### src/rtl/seg_pkg.sv
// Shared types and segment patterns for the multiplexed seven-segment display driver.
package seg_pkg;

  typedef enum logic [1:0] {
    SLOT_TENS   = 2'd0,
    SLOT_ONES   = 2'd1,
    SLOT_TENTHS = 2'd2
  } slot_e;

  // Segment order is {g,f,e,d,c,b,a}, active-high.
  localparam logic [6:0] SEG_0    = 7'h3F;
  localparam logic [6:0] SEG_1    = 7'h06;
  localparam logic [6:0] SEG_2    = 7'h5B;
  localparam logic [6:0] SEG_3    = 7'h4F;
  localparam logic [6:0] SEG_4    = 7'h66;
  localparam logic [6:0] SEG_5    = 7'h6D;
  localparam logic [6:0] SEG_6    = 7'h7D;
  localparam logic [6:0] SEG_7    = 7'h07;
  localparam logic [6:0] SEG_8    = 7'h7F;
  localparam logic [6:0] SEG_9    = 7'h6F;
  localparam logic [6:0] SEG_DASH = 7'h40;
  localparam logic [6:0] SEG_OFF  = 7'h00;

  function automatic slot_e slot_next(input slot_e s);
    case (s)
      SLOT_TENS: return SLOT_ONES;
      SLOT_ONES: return SLOT_TENTHS;
      default:   return SLOT_TENS;
    endcase
  endfunction

  // Active-low digit enable for the slot; [2]=tens, [1]=ones, [0]=tenths.
  function automatic logic [2:0] slot_dig_n(input slot_e s);
    case (s)
      SLOT_TENS:   return 3'b011;
      SLOT_ONES:   return 3'b101;
      SLOT_TENTHS: return 3'b110;
      default:     return 3'b111;
    endcase
  endfunction

endpackage

### src/rtl/bcd_to_seg7.sv
// BCD to seven-segment decoder; codes above 9 render as a dash.
module bcd_to_seg7
  import seg_pkg::*;
(
  input  logic [3:0] bcd_i,
  output logic [6:0] seg_o
);

  always_comb begin
    seg_o = SEG_DASH;
    case (bcd_i)
      4'd0: seg_o = SEG_0;
      4'd1: seg_o = SEG_1;
      4'd2: seg_o = SEG_2;
      4'd3: seg_o = SEG_3;
      4'd4: seg_o = SEG_4;
      4'd5: seg_o = SEG_5;
      4'd6: seg_o = SEG_6;
      4'd7: seg_o = SEG_7;
      4'd8: seg_o = SEG_8;
      4'd9: seg_o = SEG_9;
      default: seg_o = SEG_DASH;
    endcase
  end

endmodule

### src/rtl/seg_scan_driver.sv
// Three-digit multiplexed common-cathode display scanner with per-frame input snapshot,
// ghost-blanking gap, leading-zero blanking and warning blink.
//
// state        | meaning
// SLOT_TENS    | tens digit slot; snapshot taken at its first cycle
// SLOT_ONES    | ones digit slot; carries the decimal point in tenths mode
// SLOT_TENTHS  | tenths digit slot; lit only in tenths mode
module seg_scan_driver
  import seg_pkg::*;
#(
  parameter int SCAN_DIV     = 50000,
  parameter int BLANK_CYC    = 500,
  parameter int BLINK_FRAMES = 64,
  parameter int LZ_BLANK     = 1
) (
  input  logic       clk,
  input  logic       rst_n,
  input  logic [3:0] tens_i,
  input  logic [3:0] ones_i,
  input  logic [3:0] tenths_i,
  input  logic       point_i,
  input  logic       blink_i,
  output logic [2:0] dig_n,
  output logic [6:0] seg,
  output logic       dp,
  output logic       frame_start
);

  localparam int CNT_W = (SCAN_DIV > 1) ? $clog2(SCAN_DIV) : 1;
  localparam int FRM_W = (BLINK_FRAMES > 1) ? $clog2(BLINK_FRAMES) : 1;
  localparam logic [CNT_W-1:0] CNT_LAST  = CNT_W'(SCAN_DIV - 1);
  localparam logic [CNT_W-1:0] CNT_BLANK = CNT_W'(BLANK_CYC);
  localparam logic [FRM_W-1:0] FRM_LAST  = FRM_W'(BLINK_FRAMES - 1);

  slot_e            slot_q, slot_d;
  logic [CNT_W-1:0] cnt_q, cnt_d;
  logic [FRM_W-1:0] frm_q, frm_d;
  logic             blink_phase_q, blink_phase_d;
  logic [3:0]       snap_tens_q, snap_tens_d;
  logic [3:0]       snap_ones_q, snap_ones_d;
  logic [3:0]       snap_tenths_q, snap_tenths_d;
  logic             snap_point_q, snap_point_d;
  logic             snap_blink_q, snap_blink_d;
  logic [2:0]       dig_n_q, dig_n_d;
  logic [6:0]       seg_q, seg_d;
  logic             dp_q, dp_d;
  logic             frame_start_q, frame_start_d;

  logic             snap_now;
  logic             suppress;
  logic [3:0]       digit_val;
  logic [6:0]       digit_seg;

  bcd_to_seg7 u_dec (
    .bcd_i (digit_val),
    .seg_o (digit_seg)
  );

  always_comb begin
    slot_d        = slot_q;
    cnt_d         = cnt_q;
    frm_d         = frm_q;
    blink_phase_d = blink_phase_q;
    snap_tens_d   = snap_tens_q;
    snap_ones_d   = snap_ones_q;
    snap_tenths_d = snap_tenths_q;
    snap_point_d  = snap_point_q;
    snap_blink_d  = snap_blink_q;
    dig_n_d       = 3'b111;
    seg_d         = SEG_OFF;
    dp_d          = 1'b0;
    digit_val     = snap_tens_q;
    suppress      = 1'b0;

    snap_now      = (slot_q == SLOT_TENS) && (cnt_q == '0);
    frame_start_d = snap_now;

    if (cnt_q == CNT_LAST) begin
      cnt_d  = '0;
      slot_d = slot_next(slot_q);
    end else begin
      cnt_d = cnt_q + 1'b1;
    end

    if (snap_now) begin
      snap_tens_d   = tens_i;
      snap_ones_d   = ones_i;
      snap_tenths_d = tenths_i;
      snap_point_d  = point_i;
      snap_blink_d  = blink_i;
      if (frm_q == FRM_LAST) begin
        frm_d         = '0;
        blink_phase_d = ~blink_phase_q;
      end else begin
        frm_d = frm_q + 1'b1;
      end
    end

    case (slot_q)
      SLOT_TENS: begin
        digit_val = snap_tens_q;
        suppress  = (LZ_BLANK != 0) && (snap_tens_q == 4'd0);
      end
      SLOT_ONES: begin
        digit_val = snap_ones_q;
      end
      SLOT_TENTHS: begin
        digit_val = snap_tenths_q;
        suppress  = !snap_point_q;
      end
      default: suppress = 1'b1;
    endcase
    if (snap_blink_q && blink_phase_q) suppress = 1'b1;

    // The snapshot at cnt=0 always lands in the blank gap, so the ON phase never sees stale data.
    if ((cnt_q >= CNT_BLANK) && !suppress) begin
      dig_n_d = slot_dig_n(slot_q);
      seg_d   = digit_seg;
      dp_d    = (slot_q == SLOT_ONES) && snap_point_q;
    end
  end

  always_ff @(posedge clk) begin
    if (!rst_n) begin
      slot_q        <= SLOT_TENS;
      cnt_q         <= '0;
      frm_q         <= '0;
      blink_phase_q <= 1'b0;
      snap_tens_q   <= '0;
      snap_ones_q   <= '0;
      snap_tenths_q <= '0;
      snap_point_q  <= 1'b0;
      snap_blink_q  <= 1'b0;
      dig_n_q       <= 3'b111;
      seg_q         <= SEG_OFF;
      dp_q          <= 1'b0;
      frame_start_q <= 1'b0;
    end else begin
      slot_q        <= slot_d;
      cnt_q         <= cnt_d;
      frm_q         <= frm_d;
      blink_phase_q <= blink_phase_d;
      snap_tens_q   <= snap_tens_d;
      snap_ones_q   <= snap_ones_d;
      snap_tenths_q <= snap_tenths_d;
      snap_point_q  <= snap_point_d;
      snap_blink_q  <= snap_blink_d;
      dig_n_q       <= dig_n_d;
      seg_q         <= seg_d;
      dp_q          <= dp_d;
      frame_start_q <= frame_start_d;
    end
  end

  assign dig_n       = dig_n_q;
  assign seg         = seg_q;
  assign dp          = dp_q;
  assign frame_start = frame_start_q;

endmodule

### config.mk
export PLATFORM = sky130hd
export DESIGN_NAME = seg_scan_driver
export DESIGN_NICKNAME = d
export VERILOG_FILES = /design/src/rtl/seg_pkg.sv /design/src/rtl/bcd_to_seg7.sv /design/src/rtl/seg_scan_driver.sv
export SDC_FILE = /design/constraint.sdc
export NUM_CORES = 1
export LEC_CHECK = 0
export BUFFER_PORTS_ARGS = -buffer_cell sky130_fd_sc_hd__buf_2
export CAP_MARGIN = 0
export CORE_UTILIZATION = 60
export CTS_CLUSTER_SIZE = 24
export DETAILED_ROUTE_END_ITERATION = 16
export GPL_TIMING_DRIVEN = 0
export PLACE_DENSITY = 0.81
export SYNTH_ARGS = -nofsm -noshare
export SYNTH_HDL_FRONTEND = slang
export SYNTH_SLANG_ARGS = --single-unit
### constraint.sdc
create_clock -name clk -period 4.7 [get_ports clk]
set_clock_uncertainty 0.1 [all_clocks]
set_input_delay 0.94 -clock clk [delete_from_list [all_inputs] [get_ports clk]]
set_output_delay 0.94 -clock clk [all_outputs]
set_load 0.05 [all_outputs]
-- After elaboration in Yosys (flattened, before gate mapping)
Memory sizes are Yosys's and may differ from the RTL's. A register that Yosys moved wholly into a read port is not among the register bits.
Index checks and enable logic that the tools add are counted.
- register bits after elaboration: 44
- memory bits (read-only): 112
- memories: 1
- equality and inequality tests: 4
- bitwise gates (word level): 2
- mux-type cells: 6
- magnitude comparators: 1
- $add $sub $neg: 2
- reductions and logical operators: 13
- memories (name ; depth ; width ; read ports ; clocked after memory_dff ; wr ports ; RTL line ; source):
    (no name shown) ; 16 ; 7 ; 1 ; 1 ; 0 ; bcd_to_seg7.sv:11 ; case (bcd_i)
- operators by type and width (operator ; count):
    adder 16 x 1 -> 16 bit, second input constant ; 1
    == test 16 bit, second input constant ; 1
    >= comparator 16 x 9 -> 1 bit, second input constant ; 1
    logical NOT 16 bit ; 1
    case mux 3 bit (3 select lines) ; 1
    case mux 4 bit (2 select lines) ; 1
    adder 6 x 1 -> 6 bit, second input constant ; 1
    == test 6 bit, second input constant ; 1
    two-way mux 6 bit ; 1
    logical AND 1 bit ; 4
    logical NOT 4 bit ; 1
    case mux 2 bit (2 select lines) ; 1
    AND reduction 2 bit ; 2
    logical NOT 1 bit ; 3
    case mux 1 bit (3 select lines) ; 1
    == test 2 x 1 -> 1 bit, second input constant ; 1
    == test 2 bit, second input constant ; 1
    logical NOT 2 bit ; 1
    NOT 1 bit ; 2
    OR reduction 2 bit ; 1
    two-way mux 1 bit ; 1

-- Depth between registers and ports, before layout
Gate-level depths: netlist of run 1.
- word-level depth: 7
- mapped depth: 10

-- Cells and area by module
A second synthesis of run 1 with hierarchy kept.
- cells, all modules: 291
- area total of the unflattened synthesis: 2496.1 um2
- modules (own cells, without submodules) (module ; times used ; area each (um2) ; cells an instance ; seq. area each (um2)):
    seg_scan_driver ; 1 ; 2268.4 ; 262 ; 1021.0
    bcd_to_seg7 ; 1 ; 227.7 ; 29 ; 0.0

-- Least setup slack after synthesis of run 1
Ideal clock, no wire load.
- kind: register to register
- start point: register slot_q[0]
- end point: register seg_q[5], in the netlist seg[5]
- required time: 4.509 ns
- library setup time: 0.091 ns
- arrival time: 1.998 ns
- slack: 2.511 ns
- stages on the path, launching flop included: 9
- path through: dfxtp_1 > inv_1 > ha_1 > buf_2 > mux2i_1 > inv_1 > ha_1 > o21a_1 > a311oi_1
- longest elaborated chain between the ends: 7
- elaborated cells on any way between the ends: 10
- those cells by class: eq/ne: 2; mux: 3; reduce/logical: 5
- RTL lines (element ; RTL line ; source):
    from (decl) ; seg_scan_driver.sv:35 ; slot_e slot_q, slot_d;
    from (signal assigned) ; seg_scan_driver.sv:139 ; slot_q <= slot_d;
    == test 2 bit, or another cell as far along ; seg_scan_driver.sv:99 ; case (slot_q)
    case mux 1 bit (3 select lines) ; seg_scan_driver.sv:99 ;
    two-way mux 1 bit ; seg_scan_driver.sv:113 ; if (snap_blink_q && blink_phase_q) suppress = 1'b1;
    logical NOT 1 bit ; seg_scan_driver.sv:116 ; if ((cnt_q >= CNT_BLANK) && !suppress) begin
    logical AND 1 bit ; seg_scan_driver.sv:116 ;
    AND reduction 2 bit (no source line) ; n/a ;
    logical NOT 1 bit (no source line) ; n/a ;
    to (decl) ; seg_scan_driver.sv:45 ; logic [6:0] seg_q, seg_d;
Parallel ways exist; a longest one is shown, timed or not.
A chain may end at the register's enable or synchronous reset.

-- Final worst setup path of run 1
- start point: register slot_q[0]
- end point: register seg_q[3], in the netlist seg[3]
The elaborated chain is that of the path after synthesis.

==> reports/qor.csv, run 1 <==
metric;value;unit
n_diodes;0;
DRC viols;0;
Hold/Removal Path Class;flip-flop to flip-flop;
final setup violating endpoints;0;
routed vias;2219;
status;completed;
Yosys top cell by area;dfxtp_1;
multi-input logic area;1400;µm²
global-route wire length before repair;9040;µm
Placed Area;2730;µm²
count of non-filler cells in the finished layout;376;
die area;4480;µm²
most frequent cells in the layout;51 x dfxtp_1, 34 x buf_2, 31 x nand3_1;
largest net degree at the start of global routing;16;
MaxCap Viol Count;0;
Crit-path slowest cell;mux2i_1;
Reg2Reg Depth;10;
All-Layer GR Usage;26.8;%
Clock transition at path regs;0.09;ns
# nets final;357;
initial core utilization;62.7;%
CP Class;flip-flop to flip-flop;
crit path DAT;2.76;ns
ranking of synthesized cells by area;dfxtp_1 40%, ha_1 7.4%, nand3_1 6.1%;
antenna violations before repair;0;
routability congestion estimate;0.820;
Worst-Margin Slew;0.573;ns
max frequency;381;MHz
Detail Route Antenna Nets;0;
top cell type's share of synthesized area;40.4;%
most common cell after layout, fill and taps aside;dfxtp_1;
Synthesis Warnings;0;
Synth cell types;46;
worst hold stages;1;
Final min period;2.62;ns
CTS sink count;51;
FF-to-FF End;seg[3];
main flop type after synthesis;dfxtp_1;
drt pass-1 iters;4;
leak pwr;1.13;nW
Cell Area, Synth;2530;µm²
wire length per cell;14.2;µm
Max clock buf depth;2;
die span in y;66.9;µm
Final Cell Area;2830;µm²
hold buffers post-CTS;0;
Synth Register Bits;51;
sequential cell area;1020;µm²
Fin Setup TNS;0;ns
share of the yosys chip area belonging to registers;40.4;%
synthesis-to-finish area growth;12.0;%
slowest stage delay, CP;0.53;ns
critical path depth in cells;10;
Inst Count DP;369;
CP Capture Type;flip-flop;
worst-path cell chain;inv_1 -> ha_1 -> buf_2 -> mux2i_1 -> inv_1 -> ha_1 -> nand2b_1 -> a21o_1 -> o211ai_1 -> a21oi_1;
# Post-CTS Setup Buffers;0;
Post-synth ARST share;0;%
Power Density;307;nW/µm²
CP delay by family, top;adder cells;
H-tree depth;2;
Final Hold Viols;0;
Reg2Reg Setup Slack;2.08;ns
io pins;28;
Root Buffer Master;clkbuf_8;
Max FO, Critical Path;9;
CP startpoint;slot_q[0];
Post-Syn Nets;323;
Die X;66.9;µm
port bufs;27;
crit path to;seg[3];
# resized after CTS;0;
Starting DRT DRC Count;113;
Post-Route WL;5340;µm
CTS tree;done;
clock buffer count from CTS;5;
FF-to-FF Start;slot_q[0];
Final HPWL DP;3860;µm
fillcell total;357;
Worst slew margin;60.7;%
WP data required;4.83;ns
Cell Rows;23;
Clk Latency, worst-skew pair;0.30;ns
Cells after Synth;292;
grt ovf;0;
via/cell ratio;5.90;
CP Launch Type;flip-flop;
period utilization;55.8;%
vias in the first global route;2007;
Final Slew Violations;0;
total core area;4030;µm²
Post-synth EDFFs;0;
Core Util, Final;70.3;%
RSZ-0062 raised after global routing;false;
layout cells sized above 1;16.6;%
Max VDD drop;0.177;mV
Post-Syn Area per Cell;8.66;µm²
worst path bufs/invs;3;
[power by group]
group | leakage (nW) | switching, mW | internal [mW]
sequential | 0.415 | 0.0128 | 0.448
clock | 0.0502 | 0.144 | 0.156
combinational | 0.663 | 0.0641 | 0.0434
total | 1.13 | 0.220 | 0.648
[layout make-up]
type / instances / area share, %
flip-flops and latches: 51 / 36.1
plain buffers: 14 / 2.34
clock inverters: 2 / 1.33
repair buffers: 27 / 4.77
clock buffers: 5 / 2.43
well taps: 50 / 2.21
inverters: 12 / 1.59
multi-input cells: 215 / 49.3
[worst register-to-register path, cell delays in order, from the launching register on]
cell and delay (ns):
dfxtp_1 0.42, inv_1 0.11, ha_1 0.29, buf_2 0.20, mux2i_1 0.53, inv_1 0.16
ha_1 0.27, nand2b_1 0.10, a21o_1 0.11, o211ai_1 0.12, a21oi_1 0.17
[worst min path at each step]
stage	end	slack, ns	from
floorplan	cnt_q[0]	0.34	cnt_q[0]
global placement	snap_ones_q[3]	0.36	snap_ones_q[3]
detailed placement	cnt_q[0]	0.36	cnt_q[0]
CTS	snap_ones_q[3]	0.38	snap_ones_q[3]
global route	snap_tenths_q[2]	0.40	snap_tenths_q[2]
finish	cnt_q[0]	0.38	cnt_q[0]
[synthesized netlist by cell type (all sizes together) (5+ instances only)]
cell type / number
dfxtp: 51
nand3: 32
a21oi: 29
o21ai: 24
nor2: 18
ha: 15
nand2: 14
inv: 12
buf: 8
and3: 7
clkbuf: 6
nand4: 6
nor3: 6
xnor2: 6
xor2: 6
nor4: 5
o211ai: 5
[sequential cells by signal, indices dropped and copies added, names as in the netlist]
register / flops
frame_start: 1
cnt_q: 16
snap_tenths_q: 4
blink_phase_q: 1
snap_ones_q: 4
snap_point_q: 1
snap_blink_q: 1
seg: 7
frm_q: 6
slot_q: 2
dp: 1
dig_n: 3
snap_tens_q: 4
[stage by stage]
| stage | hold slack [ns] | power [mW] | worst slack [ns] |
|---|---|---|---|
| 2_1_floorplan | 0.338 | 0.547 | 2.51 |
| 3_3_place_gp | 0.358 | 0.573 | 2.20 |
| 3_5_place_dp | 0.364 | 0.577 | 2.10 |
| 4_1_cts | 0.379 | 0.877 | 2.08 |
| 5_1_grt | 0.404 | 0.909 | 1.91 |
| 6_report | 0.379 | 0.868 | 2.08 |
[layer usage]
| metal | GRT usage (%) | vias up | share of wire [%] |
|---|---|---|---|
| li1 | - | 1125 | - |
| met1 | 34.4 | 1017 | 47 |
| met2 | 43.1 | 65 | 46 |
| met3 | 6.34 | 12 | 5.2 |
| met4 | 9.84 | 0 | 1.5 |
| met5 | 0 | - | 0 |
[kinds of logic (layout without fill, tap and decap cells)]
| kind of cell | count (synthesis) | after routing | synth area share [%] |
|---|---|---|---|
| AND/OR/NAND/NOR | 106 | 106 | 23.1 |
| AO/OA/AOI/OAI | 77 | 77 | 18.5 |
| flip-flops | 51 | 51 | 40.4 |
| buffers and inverters | 26 | 60 | 4.41 |
| adder cells (fa/ha/maj) | 15 | 15 | 7.43 |
| XOR/XNOR | 12 | 12 | 4.16 |
| multiplexers | 5 | 5 | 2.03 |
No activity file was read; power rests on OpenSTA's default activity.
==> inputs of run 2 (changes only) <==
- ABC_AREA: unset -> 1
- CORE_UTILIZATION: 60 -> 52
- PLACE_DENSITY: 0.81 -> 0.75
- clock period: 4.7 -> 2.2 ns (I/O delays scaled with it)
==> run 2 against run 1 <==
  * Non-clock buffer count shrank 8
  * Utilization shrank 6.7 points
  * Clock-buffer cell count unchanged
  * Global-route usage fell by 6.9 points
  * Cell count up 16%
  * Register-to-register slack lost 1.9 ns
  * Critical path type unchanged
  * Highest routed layer unchanged
==> reports/qor.csv, run 2 <==
metric;value;unit;change
status;completed;;
routability congestion estimate;0.869;;+6.0%
vias in the first global route;1876;;-6.5%
list of most frequent post-synthesis cells;76 x nand2_1, 69 x nor2_1, 51 x dfxtp_1;;
via/cell ratio;5.00;;-15%
wire length per cell;10.9;µm;-23%
# nets final;414;;+16%
antenna violations before repair;0;;unchanged
final setup violating endpoints;0;;unchanged
Max VDD drop;0.424;mV;+140%
leak pwr;1.28;nW;+14%
DR WL met3;174;µm;-38%
Hold Worst Slack;0.266;ns;-0.113 ns
All-Layer GR Usage;19.9;%;-6.9 points
Hold/Removal Path Class;primary input to flip-flop;;
Worst slew margin;66.5;%;+5.8 points
Power Density;668;nW/µm²;+120%
Final Slew Violations;0;;unchanged
Cell Rows;24;;+4.3%
grt ovf;0;;unchanged
global-route wire length before repair;8020;µm;-11%
n_diodes;0;;unchanged
main flop type after synthesis;dfxtp_1;;
highest layer used for signal routing;met4;;
Fin Setup TNS;0;ns;unchanged
Max clock buf depth;2;;unchanged
most frequent cells in the layout;76 x nand2_1, 69 x nor2_1, 49 x dfxtp_1;;
clock buffer count from CTS;5;;unchanged
Clock transition at path regs;0.10;ns;about the same
initial core utilization;55.7;%;-7.1 points
io pins;28;;unchanged
Cell Area, Synth;2510;µm²;-0.79%
Post-Route WL;4770;µm;-11%
Final Hold Viols;0;;unchanged
total core area;4500;µm²;+12%
FF-to-FF End;seg[3];;
Post-Syn Area per Cell;7.18;µm²;-17%
H-tree depth;2;;unchanged
most common cell in the netlist;nand2_1;;
Starting DRT DRC Count;92;;-19%
CP Launch Type;flip-flop;;
share of the yosys chip area belonging to registers;40.7;%;+0.32 points
Final WS setup;0.223;ns;-1.85 ns
top cell type's share of synthesized area;40.7;%;+0.32 points
Cells after Synth;349;;+20%
MaxCap Viol Count;0;;unchanged
ranking of synthesized cells by area;dfxtp_1 41%, nand2_1 11%, nor2_1 10%;;
Synthesis Warnings;0;;unchanged
# Post-CTS Setup Buffers;0;;unchanged
port bufs;27;;unchanged
Worst-Margin Slew;0.499;ns;-0.0739 ns
Final min period;1.98;ns;-0.647 ns
Synth Register Bits;51;;unchanged
Placement Setup Slack;-0.307;ns;-2.40 ns
CP Class;flip-flop to flip-flop;;
Max FO, Critical Path;6;;-3
FF-to-FF Start;slot_q[0];;
Reg2Reg Setup Slack;0.22;ns;-1.85 ns
routed vias;2178;;-1.8%
Clk Latency, worst-skew pair;0.31;ns;about the same
period utilization;89.9;%;+34 points
most common cell after layout, fill and taps aside;nand2_1;;
PnR Total Power;1.91;mW;+120%
fillcell total;419;;+17%
Post-Syn Nets;380;;+18%
Synth cell types;26;;-43%
hold buffers post-CTS;0;;unchanged
max FFs per register;16;;unchanged
max frequency;506;MHz;+33%
crit path DAT;2.11;ns;-0.65 ns
wl on met1;2280;µm;-9.1%
CP startpoint;slot_q[0];;
layout cells sized above 1;16.9;%;+0.36 points
Detail Route Antenna Nets;0;;unchanged
CP Capture Type;flip-flop;;
RSZ-0062 raised after global routing;false;;
Core Util, Final;63.6;%;-6.7 points
Yosys top cell by area;dfxtp_1;;
Reg2Reg Depth;10;;unchanged
Post-synth ARST share;0;%;unchanged
DRC viols;0;;unchanged
CTS tree;done;;
Die X;71.4;µm;+6.8%
Root Buffer Master;clkbuf_8;;
Top reg by flops;cnt_q;;
WP data required;2.34;ns;-2.49 ns
Post-synth EDFFs;0;;unchanged
die area;5100;µm²;+14%
Final HPWL DP;3510;µm;-9.1%
metal2 WL;2250;µm;-9.0%
drt pass-1 iters;4;;unchanged
largest net degree at the start of global routing;17;;+1
die span in y;71.4;µm;+6.8%
CTS sink count;51;;unchanged
synthesis-to-finish area growth;14.3;%;
crit path to;seg[3];;
run 2: cell count changes after synthesis, moves of 5 or more:
| cell | delta |
|---|---|
| and3_1 | -7 |
| o21ai_0 | -9 |
| nand2_1 | +63 |
| clkbuf_1 | -5 |
| o211ai_1 | -5 |
| buf_2 | -7 |
| a21oi_1 | -9 |
| xnor2_1 | -5 |
| nand3_1 | -12 |
| inv_1 | +23 |
| nor2_1 | +51 |
| o21ai_1 | +9 |
run 2: kinds of logic (layout without fill, tap and decap cells):
kind of cell	Yosys count	count (layout)	synth area share, %
AOI/OAI and AO/OA	43	43	8.58
xor gates and xnor gates	4	4	1.40
adders and majority gates	15	15	7.49
buffers and inverters	44	79	7.98
DFF	51	51	40.7
and+or+nand+nor	192	192	33.8
run 2: cell type report:
type | instances | area, µm² | area share (%)
multi-input combinational | 254 | 1330 | 46.3
sequential | 51 | 1030 | 35.8
inverter | 38 | 148 | 5.15
timing repair buffer | 27 | 135 | 4.72
clock buffer | 5 | 68.8 | 2.40
tap | 52 | 65.1 | 2.27
buffer | 6 | 52.6 | 1.83
clock inverter | 3 | 43.8 | 1.53
run 2: worst max-delay path: stages (launching register included):
cell	delay, ns
dfxtp_4	0.39
inv_1	0.10
ha_4	0.34
nand3_1	0.15
o21ai_4	0.13
inv_2	0.09
ha_1	0.28
nand3_1	0.09
nand2_1	0.09
nand2_1	0.05
a21oi_1	0.13
run 2: worst min path at each step:
stage	startpoint	endpoint	slack, ns	cells past startpoint
floorplan	snap_point_q	dp	0.33	2
global placement	cnt_q[0]	cnt_q[0]	0.34	1
detailed placement	snap_point_q	dp	0.35	2
CTS	ones_i[3]	snap_ones_q[3]	0.26	3
global route	ones_i[3]	snap_ones_q[3]	0.27	3
finish	ones_i[3]	snap_ones_q[3]	0.27	3
run 2: what timing repair did:
item | in CTS | in global routing
resized for setup | 6 | 9
setup endpoints to repair | 7 | 7
endpoints found under the hold margin | 0 | 0
pin swaps | 0 | 1
run 2: per-layer routing:
| metal | track usage [%] | vias up |
|---|---|---|
| met3 | 4.36 | 7 |
| met2 | 33.5 | 38 |
| met1 | 25.0 | 965 |
| met4 | 7.11 | 0 |
| met5 | 0 | - |
| li1 | - | 1168 |
run 2: metrics by stage:
| stage | cell area [µm²] | cells |
|---|---|---|
| after global placement | 2710 | 428 |
| after global routing | 2870 | 436 |
| after CTS | 2840 | 436 |
| after floorplan | 2510 | 349 |
| after detailed placement | 2710 | 428 |
| final | 2870 | 436 |
run 2: where the power goes:
group          switching [mW]  total (mW)  internal [mW]
sequential             0.0299       0.996          0.966
clock                   0.309       0.648          0.339
combinational           0.165       0.270          0.105
total                   0.504        1.91           1.41
==> inputs of run 3 (changes only) <==
- CORE_UTILIZATION: 52 -> 60
- PLACE_DENSITY: 0.75 -> 0.81
- clock period: 2.2 -> 2.52 ns (I/O delays scaled with it)
==> run 3 against run 2 <==
  * Global-route usage is 4.1 points higher
  * Worst setup slack gained 0.014 ns
  * Clock power shrank 11%
  * Highest routed layer unchanged
==> reports/qor.csv, run 3 (synthesis results as in run 2) <==
metric;value;unit;change
status;completed;;
final setup violating endpoints;0;;unchanged
Placement Setup Slack;0.0299;ns;+0.337 ns
Max clock buf depth;2;;unchanged
Clk Latency, worst-skew pair;0.30;ns;about the same
MaxCap Viol Count;0;;unchanged
layout cells sized above 1;14.8;%;-2.1 points
Hold Worst Slack;0.330;ns;+0.0645 ns
clock buffer count from CTS;5;;unchanged
Power Density;594;nW/µm²;-11%
# nets final;414;;unchanged
max frequency;438;MHz;-13%
H-tree depth;2;;unchanged
CTS sink count;51;;unchanged
most common cell after layout, fill and taps aside;nand2_1;;
synthesis-to-finish area growth;12.7;%;
DRC viols;0;;unchanged
CTS tree;done;;
leak pwr;1.28;nW;about the same
Max FO, Critical Path;6;;unchanged
antenna violations before repair;0;;unchanged
Post-Route WL;4750;µm;-0.50%
period utilization;90.6;%;+0.71 points
n_diodes;0;;unchanged
Worst slew margin;68.5;%;+2.0 points
Hold/Removal Path Class;primary input to flip-flop;;
Reg power frac;51.7;%;-0.3 points
vias in the first global route;1954;;+4.2%
Final WS setup;0.237;ns;+0.0145 ns
Final Slew Violations;0;;unchanged
wire length per cell;10.9;µm;about the same
grt ovf;0;;unchanged
fillcell total;344;;-18%
count of non-filler cells in the finished layout;434;;-0.46%
WP data required;2.65;ns;+0.31 ns
Clk pwr share;34.5;%;+0.7 points
All-Layer GR Usage;24.0;%;+4.1 points
CP Launch Type;flip-flop;;
Die X;66.6;µm;-6.7%
Detail Route Antenna Nets;0;;unchanged
largest net degree at the start of global routing;16;;-1
initial core utilization;62.7;%;+7.0 points
Final Cell Area;2830;µm²;-1.4%
drt pass-1 iters;5;;+1
Root Buffer Master;clkbuf_8;;
most frequent cells in the layout;76 x nand2_1, 69 x nor2_1, 51 x dfxtp_1;;
Comb pwr share;13.8;%;-0.3 points
Starting DRT DRC Count;125;;+36%
total core area;4000;µm²;-11%
crit path DAT;2.42;ns;+0.31 ns
Clock transition at path regs;0.09;ns;about the same
Net Switching;425;µW;-16%
# Post-CTS Setup Buffers;0;;unchanged
Pint;1.25;mW;-11%
Placed Area;2710;µm²;about the same
Inst Count DP;426;;-0.47%
port bufs;27;;unchanged
die span in y;66.6;µm;-6.7%
CP Class;flip-flop to flip-flop;;
routability congestion estimate;0.826;;-4.9%
die area;4440;µm²;-13%
switch share;25.3;%;-1.0 points
Max VDD drop;0.302;mV;-29%
Final HPWL DP;3540;µm;+0.99%
max FFs per register;16;;unchanged
routed vias;2183;;+0.23%
Final min period;2.28;ns;+0.306 ns
global-route wire length before repair;8150;µm;+1.6%
CP Capture Type;flip-flop;;
io pins;28;;unchanged
Cell Rows;23;;-4.2%
Worst-Margin Slew;0.469;ns;-0.0292 ns
Final Hold Viols;0;;unchanged
via/cell ratio;5.03;;+0.69%
Top reg by flops;cnt_q;;
run 3: final cells by class:
cell class	count	area [µm²]	share of cell area (%)
inverters	38	148	5.22
plain buffers	6	52.6	1.86
flip-flops and latches	51	1020	36.1
clock buffers	6	82.6	2.92
repair buffers	27	135	4.78
multi-input cells	254	1290	45.6
well taps	50	62.6	2.21
clock inverters	2	35.0	1.24
run 3: final timing paths:
kind | from | end | slack [ns] | cells past startpoint
setup reg to reg | slot_q[0] | seg[3] | 0.24 | 9
hold reg to reg | snap_point_q | dp | 0.36 | 2
setup / recovery | slot_q[0] | seg[3] | 0.24 | 9
hold / removal | ones_i[3] | snap_ones_q[3] | 0.33 | 3
run 3: repair_timing:
| action | in CTS | in global routing |
|---|---|---|
| gates resized for setup | 1 | 2 |
| setup endpoints to repair | 1 | 5 |
| hold buffers | 0 | 0 |
| pin swaps | 0 | 0 |
run 3: through the flow:
| step | power (mW) | utilization (%) | setup TNS, ns |
|---|---|---|---|
| after floorplan | 1.06 | - | 0 |
| after global placement | 1.11 | 67.6 | 0 |
| after detailed placement | 1.12 | 67.6 | 0 |
| after CTS | 1.69 | 70.6 | 0 |
| after global routing | 1.77 | 70.7 | -0.00140 |
| final | 1.68 | 70.7 | 0 |
run 3: worst max-delay path, stage by stage (launching register included):
cell and delay, ns:
dfxtp_1 0.42, inv_1 0.11, ha_1 0.39, o21ai_1 0.37, inv_1 0.17, ha_1 0.31, nand3_1 0.09, nand2_1 0.08
nand2_1 0.05, a21oi_1 0.13
run 3: per-layer routing:
layer	track usage [%]	part of all wire [%]
met3	5.14	3.4
met4	8.51	1.6
met2	41.5	49
met1	28.8	46
met5	0	0
run 3: power groups by stage:
stage	registers, mW	logic, mW	clock network, mW
final	0.868	0.232	0.579
after global routing	0.873	0.268	0.626
after CTS	0.868	0.233	0.590
after detailed placement	0.886	0.230	0
after global placement	0.885	0.225	0
after floorplan	0.886	0.176	0
